**src/rtl/axis_pkt_arbiter.sv**
```systemverilog
// Round-robin AXI-Stream packet arbiter: merges N input streams onto one output,
// holding each grant until the packet's tlast beat is accepted downstream.
`timescale 1ns/1ps
module axis_pkt_arbiter #(
    parameter int DW = 128,
    parameter int N  = 4
) (
    input  logic            clk,
    input  logic            resetn,
    input  logic            enable,
    input  logic [N*DW-1:0] s_axis_tdata,
    input  logic [N-1:0]    s_axis_tvalid,
    input  logic [N-1:0]    s_axis_tlast,
    output logic [N-1:0]    s_axis_tready,
    output logic [DW-1:0]   m_axis_tdata,
    output logic            m_axis_tvalid,
    output logic            m_axis_tlast,
    input  logic            m_axis_tready,
    output logic [2:0]      grant_id,
    output logic            busy,
    output logic [15:0]     pkt_count
);

    typedef enum logic {
        IDLE = 1'b0,
        XFER = 1'b1
    } state_t;

    state_t      r_state;
    state_t      w_state_next;
    logic [2:0]  r_grant;
    logic [2:0]  r_last_grant;
    logic [15:0] r_pkt_count;

    logic [DW-1:0] w_tdata [N];
    logic          w_win_found;
    logic [2:0]    w_win_idx;
    logic          w_arb;
    logic          w_beat;
    logic          w_pkt_done;

    generate
        for (genvar gi = 0; gi < N; gi++) begin : g_slice
            assign w_tdata[gi] = s_axis_tdata[gi*DW +: DW];
        end
    endgenerate

    // Priority search starts just above the previous winner and wraps modulo N.
    always_comb begin
        w_win_found = 1'b0;
        w_win_idx   = 3'd0;
        for (int k = 1; k <= N; k++) begin
            for (int i = 0; i < N; i++) begin
                if (!w_win_found && (i == (int'(r_last_grant) + k) % N) && s_axis_tvalid[i]) begin
                    w_win_found = 1'b1;
                    w_win_idx   = 3'(i);
                end
            end
        end
    end

    always_comb begin
        m_axis_tdata  = '0;
        m_axis_tvalid = 1'b0;
        m_axis_tlast  = 1'b0;
        s_axis_tready = '0;
        if (r_state == XFER) begin
            for (int i = 0; i < N; i++) begin
                if (r_grant == 3'(i)) begin
                    m_axis_tdata     = w_tdata[i];
                    m_axis_tvalid    = s_axis_tvalid[i];
                    m_axis_tlast     = s_axis_tlast[i];
                    s_axis_tready[i] = m_axis_tready;
                end
            end
        end
    end

    assign w_arb      = (r_state == IDLE) && enable && w_win_found;
    assign w_beat     = (r_state == XFER) && m_axis_tvalid && m_axis_tready;
    assign w_pkt_done = w_beat && m_axis_tlast;

    always_comb begin
        w_state_next = r_state;
        case (r_state)
            IDLE:    if (w_arb)      w_state_next = XFER;
            XFER:    if (w_pkt_done) w_state_next = IDLE;
            default: w_state_next = IDLE;
        endcase
    end

    always_ff @(posedge clk) begin
        if (!resetn) begin
            r_state <= IDLE;
        end else begin
            r_state <= w_state_next;
        end
    end

    // last_grant resets to N-1 so stream 0 wins the first arbitration.
    always_ff @(posedge clk) begin
        if (!resetn) begin
            r_grant      <= 3'd0;
            r_last_grant <= 3'(N-1);
            r_pkt_count  <= 16'd0;
        end else begin
            if (w_arb) begin
                r_grant <= w_win_idx;
            end
            if (w_pkt_done) begin
                r_last_grant <= r_grant;
                r_pkt_count  <= r_pkt_count + 16'd1;
            end
        end
    end

    assign grant_id  = (r_state == XFER) ? r_grant : 3'd0;
    assign busy      = (r_state == XFER);
    assign pkt_count = r_pkt_count;

endmodule

```
**config.mk**
```make
export PLATFORM = sky130hd
export DESIGN_NAME = axis_pkt_arbiter
export DESIGN_NICKNAME = d
export VERILOG_FILES = /design/src/rtl/axis_pkt_arbiter.sv
export SDC_FILE = /design/constraint.sdc
export NUM_CORES = 1
export LEC_CHECK = 0
export ABC_AREA = 1
export ABC_CLOCK_PERIOD_IN_PS = 1900
export CORE_AREA = 2 2 265 267
export CTS_CLUSTER_SIZE = 30
export DETAILED_ROUTE_END_ITERATION = 6
export DIE_AREA = 0 0 267 269
export PLACE_DENSITY = 0.33
export SYNTH_ARGS = -nofsm -noshare
export SYNTH_HDL_FRONTEND = slang
export SYNTH_SLANG_ARGS = --single-unit
```
**constraint.sdc**
```tcl
create_clock -name clk -period 1.9 [get_ports clk]
set_clock_uncertainty 0.15 [all_clocks]
set_input_delay 0.38 -clock clk [delete_from_list [all_inputs] [get_ports clk]]
set_output_delay 0.38 -clock clk [all_outputs]
set_load 0.02 [all_outputs]
```
==> impl_metrics.py <==
metrics = {
    "worst_setup_path": {
        "cp-start-kind": "register",
        "crit_chain": "buf_12 -> nand2_8 -> inv_12 -> buf_12 -> buf_6 -> buf_6 -> nor2_2 -> o221ai_2 -> a21oi_2 -> buf_6",
        "worst_ep_arrival_time_ns": 1.86,
        "max_stage_delay_ns": 0.37,
        "crit_top_cell": "buf_6",
        "critPathSlowestCell": "dfxtp_4",
        "end_kind": "output pin",
        "setup.worst_path.class": "register to output pin",
        "worstPathRequired_ns": 1.37,
        "rrSetupSlack_ns": -0.38,
        "worstPathMaxFanout": 8,
    },
    "synthesis": {
        "syn_avg_cell_area_um2": 5.24,
        "synth-edff-count": 0,
        "yosysTopAreaCell": "nor2_1",
        "synth-seq-cells": 21,
        "ys_types": 38,
        "yosys.cell_count.top_type": "nor2_1",
        "ys_top_cells_by_count": "nor2_1, o21ai_0, nand2_1",
        "synthTopCellsByArea": "nor2_1, o21ai_0, o221ai_1, o211ai_1, dfxtp_1",
        "yosys_warnings": 0,
        "synthesis.nets": 1542,
        "synth.top_cell.area_share_pct": 15.4,
        "synth_cells": 1017,
        "ys.flop_type": "dfxtp_1",
        "synth-seq-area-share_pct": 7.89,
        "ys_async_sr_fraction_pct": 0,
        "synthesis.area_um2": 5330,
    },
    "placed_design": {
        "pre_cts_ws_ns": -0.735,
        "gp_congestion": 0.910,
        "place_area_um2": 14800,
        "dp_hpwl_mm": 42.5,
        "io_buffers": 676,
    },
    "global_route": {
        "antenna_found_initial": 12,
        "overflow": 0,
        "grt_pass1_wl_mm": 74.6,
        "track_usage_pct": 14.1,
        "grt_pass1_vias": 10637,
        "grt_max_degree": 47,
    },
    "power_and_ir_drop": {
        "ir_drop_mv": 0.268,
        "leakage_nw": 6.97,
        "power.density_nw_per_um2": 345,
    },
    "cts": {
        "cts_sinks": 21,
        "path_clk_slew_ns": 0.07,
        "cts-buffers-inserted": 3,
        "cts_tree": "done",
        "cts_root_buffer": "clkbuf_16",
        "cts_max_path_buffers": 2,
        "htree_levels": 1,
        "clk_latency_ns": 0.27,
        "hold_buffers": 0,
    },
    "route": {
        "viasPerCell": 3.87,
        "antenna_left": 0,
        "vias": 10782,
        "route.detailed.drc": 0,
        "drt-initial-drc-count": 442,
        "avgRoutedWirePerCell_um": 20.9,
        "routed_wl_mm": 58.4,
        "detail_route.first_pass.iterations": 5,
    },
    "cells_and_area": {
        "multi_input_area_um2": 5580,
        "num-fill-cells": 7642,
        "fin_nets": 2368,
        "areaGrowthSynthToFinish_pct": 228,
        "stdcell_area_um2": 17500,
        "seq_area_um2": 434,
        "drive_gt1_share_pct": 36.0,
    },
    "status": {
        "violations": "setup timing",
        "outcome": "finished with violations",
    },
    "timing": {
        "rsz0062_at_grt": "yes",
        "tightest_slew_ns": 0.514,
        "maxSlewHeadroom_pct": 65.7,
        "fmax_ghz": 0.419,
        "setup_slack_ns": -0.487,
        "hold_ws_ns": 0.355,
        "finalSetupViolCount": 153,
        "finalMaxSlewViolations": 0,
        "min_period_ns": 2.39,
        "min_period_over_period_pct": 126,
        "hold_viol_final": 0,
    },
    "die": {
        "core-area_um2": 69300,
        "rows": 97,
        "die-height_um": 269,
        "start_util_pct": 7.69,
        "die-area_um2": 71800,
        "die_w_um": 267,
        "top_level_ports": 678,
    },
    "flow_run": {
        "max-cap-violations": 0,
    },
    "hold_path": {
        "hp-class": "register to register",
    },
}
[metal layers]
| layer | share of wire (%) | GRT usage (%) | vias up |
|---|---|---|---|
| met5 | 0.091 | 0 | - |
| li1 | - | - | 5215 |
| met2 | 51 | 25.9 | 422 |
| met4 | 1.5 | 2.20 | 8 |
| met3 | 5.8 | 2.72 | 58 |
| met1 | 42 | 17.1 | 5079 |
[layout by cell type, fill, tap and decap left out, types with 16 or more instances in the layout]
cell type and count:
nor2_1 139, o211ai_1 67, a21oi_4 21, o221ai_2 46, o21ai_1 98, inv_1 62
o21ai_2 17, buf_6 116, clkdlybuf4s50_1 527, a21oi_2 40, nor2_4 42, o21ai_0 100
buf_16 16, dfxtp_1 16, nand2_1 101, buf_12 40, buf_4 163, inv_2 32
nor2_2 43
[what timing repair did]
action,4_1_cts,5_1_grt
buffers inserted,35,44
setup endpoints to repair,163,164
gates cloned,13,15
resized for setup,852,168
pin swaps,58,53
[metrics by stage]
step	setup TNS, ns	total power, W	cells	util (%)
2_1_floorplan	-0.363	0.00213	1017	-
3_3_place_gp	-84.39	0.00464	2673	21.4
3_5_place_dp	-84.41	0.00463	2673	21.4
4_1_cts	-55.34	0.00572	2725	23.4
5_1_grt	-68.00	0.00641	2786	25.2
6_report	-54.41	0.00604	2788	25.3
[worst max-delay path, delay by kind of cell, from the launching register on]
kind                   cells  cell delay [ns]
DFF                        1             0.37
buffers and inverters      6             0.73
AOI/OAI and AO/OA          2             0.26
and+or+nand+nor            2             0.20
[path summary, 6_finish.rpt]
path,start,end,cells after the start
max,r_grant[1]$_SDFFE_PN0P_,m_axis_tdata[104],10
min,pkt_count[15]$_SDFFE_PN0P_,pkt_count[15]$_SDFFE_PN0P_,2
max reg2reg,r_grant[0]$_SDFFE_PN0P_,pkt_count[7]$_SDFFE_PN0P_,15
min reg2reg,pkt_count[15]$_SDFFE_PN0P_,pkt_count[15]$_SDFFE_PN0P_,2
[where the power goes]
group / internal [W] / switching [W] / leakage, nW
clock: 0.000284 / 0.000200 / 0.0409
combinational: 0.00279 / 0.00230 / 6.75
sequential: 0.000447 / 0.0000143 / 0.171
[kinds of logic (layout without fill, tap and decap cells)]
family          Yosys count  count (layout)  synth area share, %
compound gates          423             423                 47.5
simple gates            371             371                 29.3
buf+inv                 196            1021                 14.4
flops                    21              21                 7.89
xor+xnor                  4               4                0.658
fa+ha+maj                 1               1                0.235
other cells               1               7               0.0704
[layout make-up]
class,count,area share [%]
clock buffers,3,0.429
diodes,6,0.0858
inverters,100,2.36
repair buffers,917,56.0
multi-input cells,800,31.9
flip-flops and latches,21,2.48
well taps,940,6.72
clock inverters,1,0.0286
[state kept, by name (all words and copies together), names as in the netlist]
register / count
pkt_count: 16
r_grant: 2
r_last_grant: 2
busy: 1
Power figures use the tool's default switching activity.
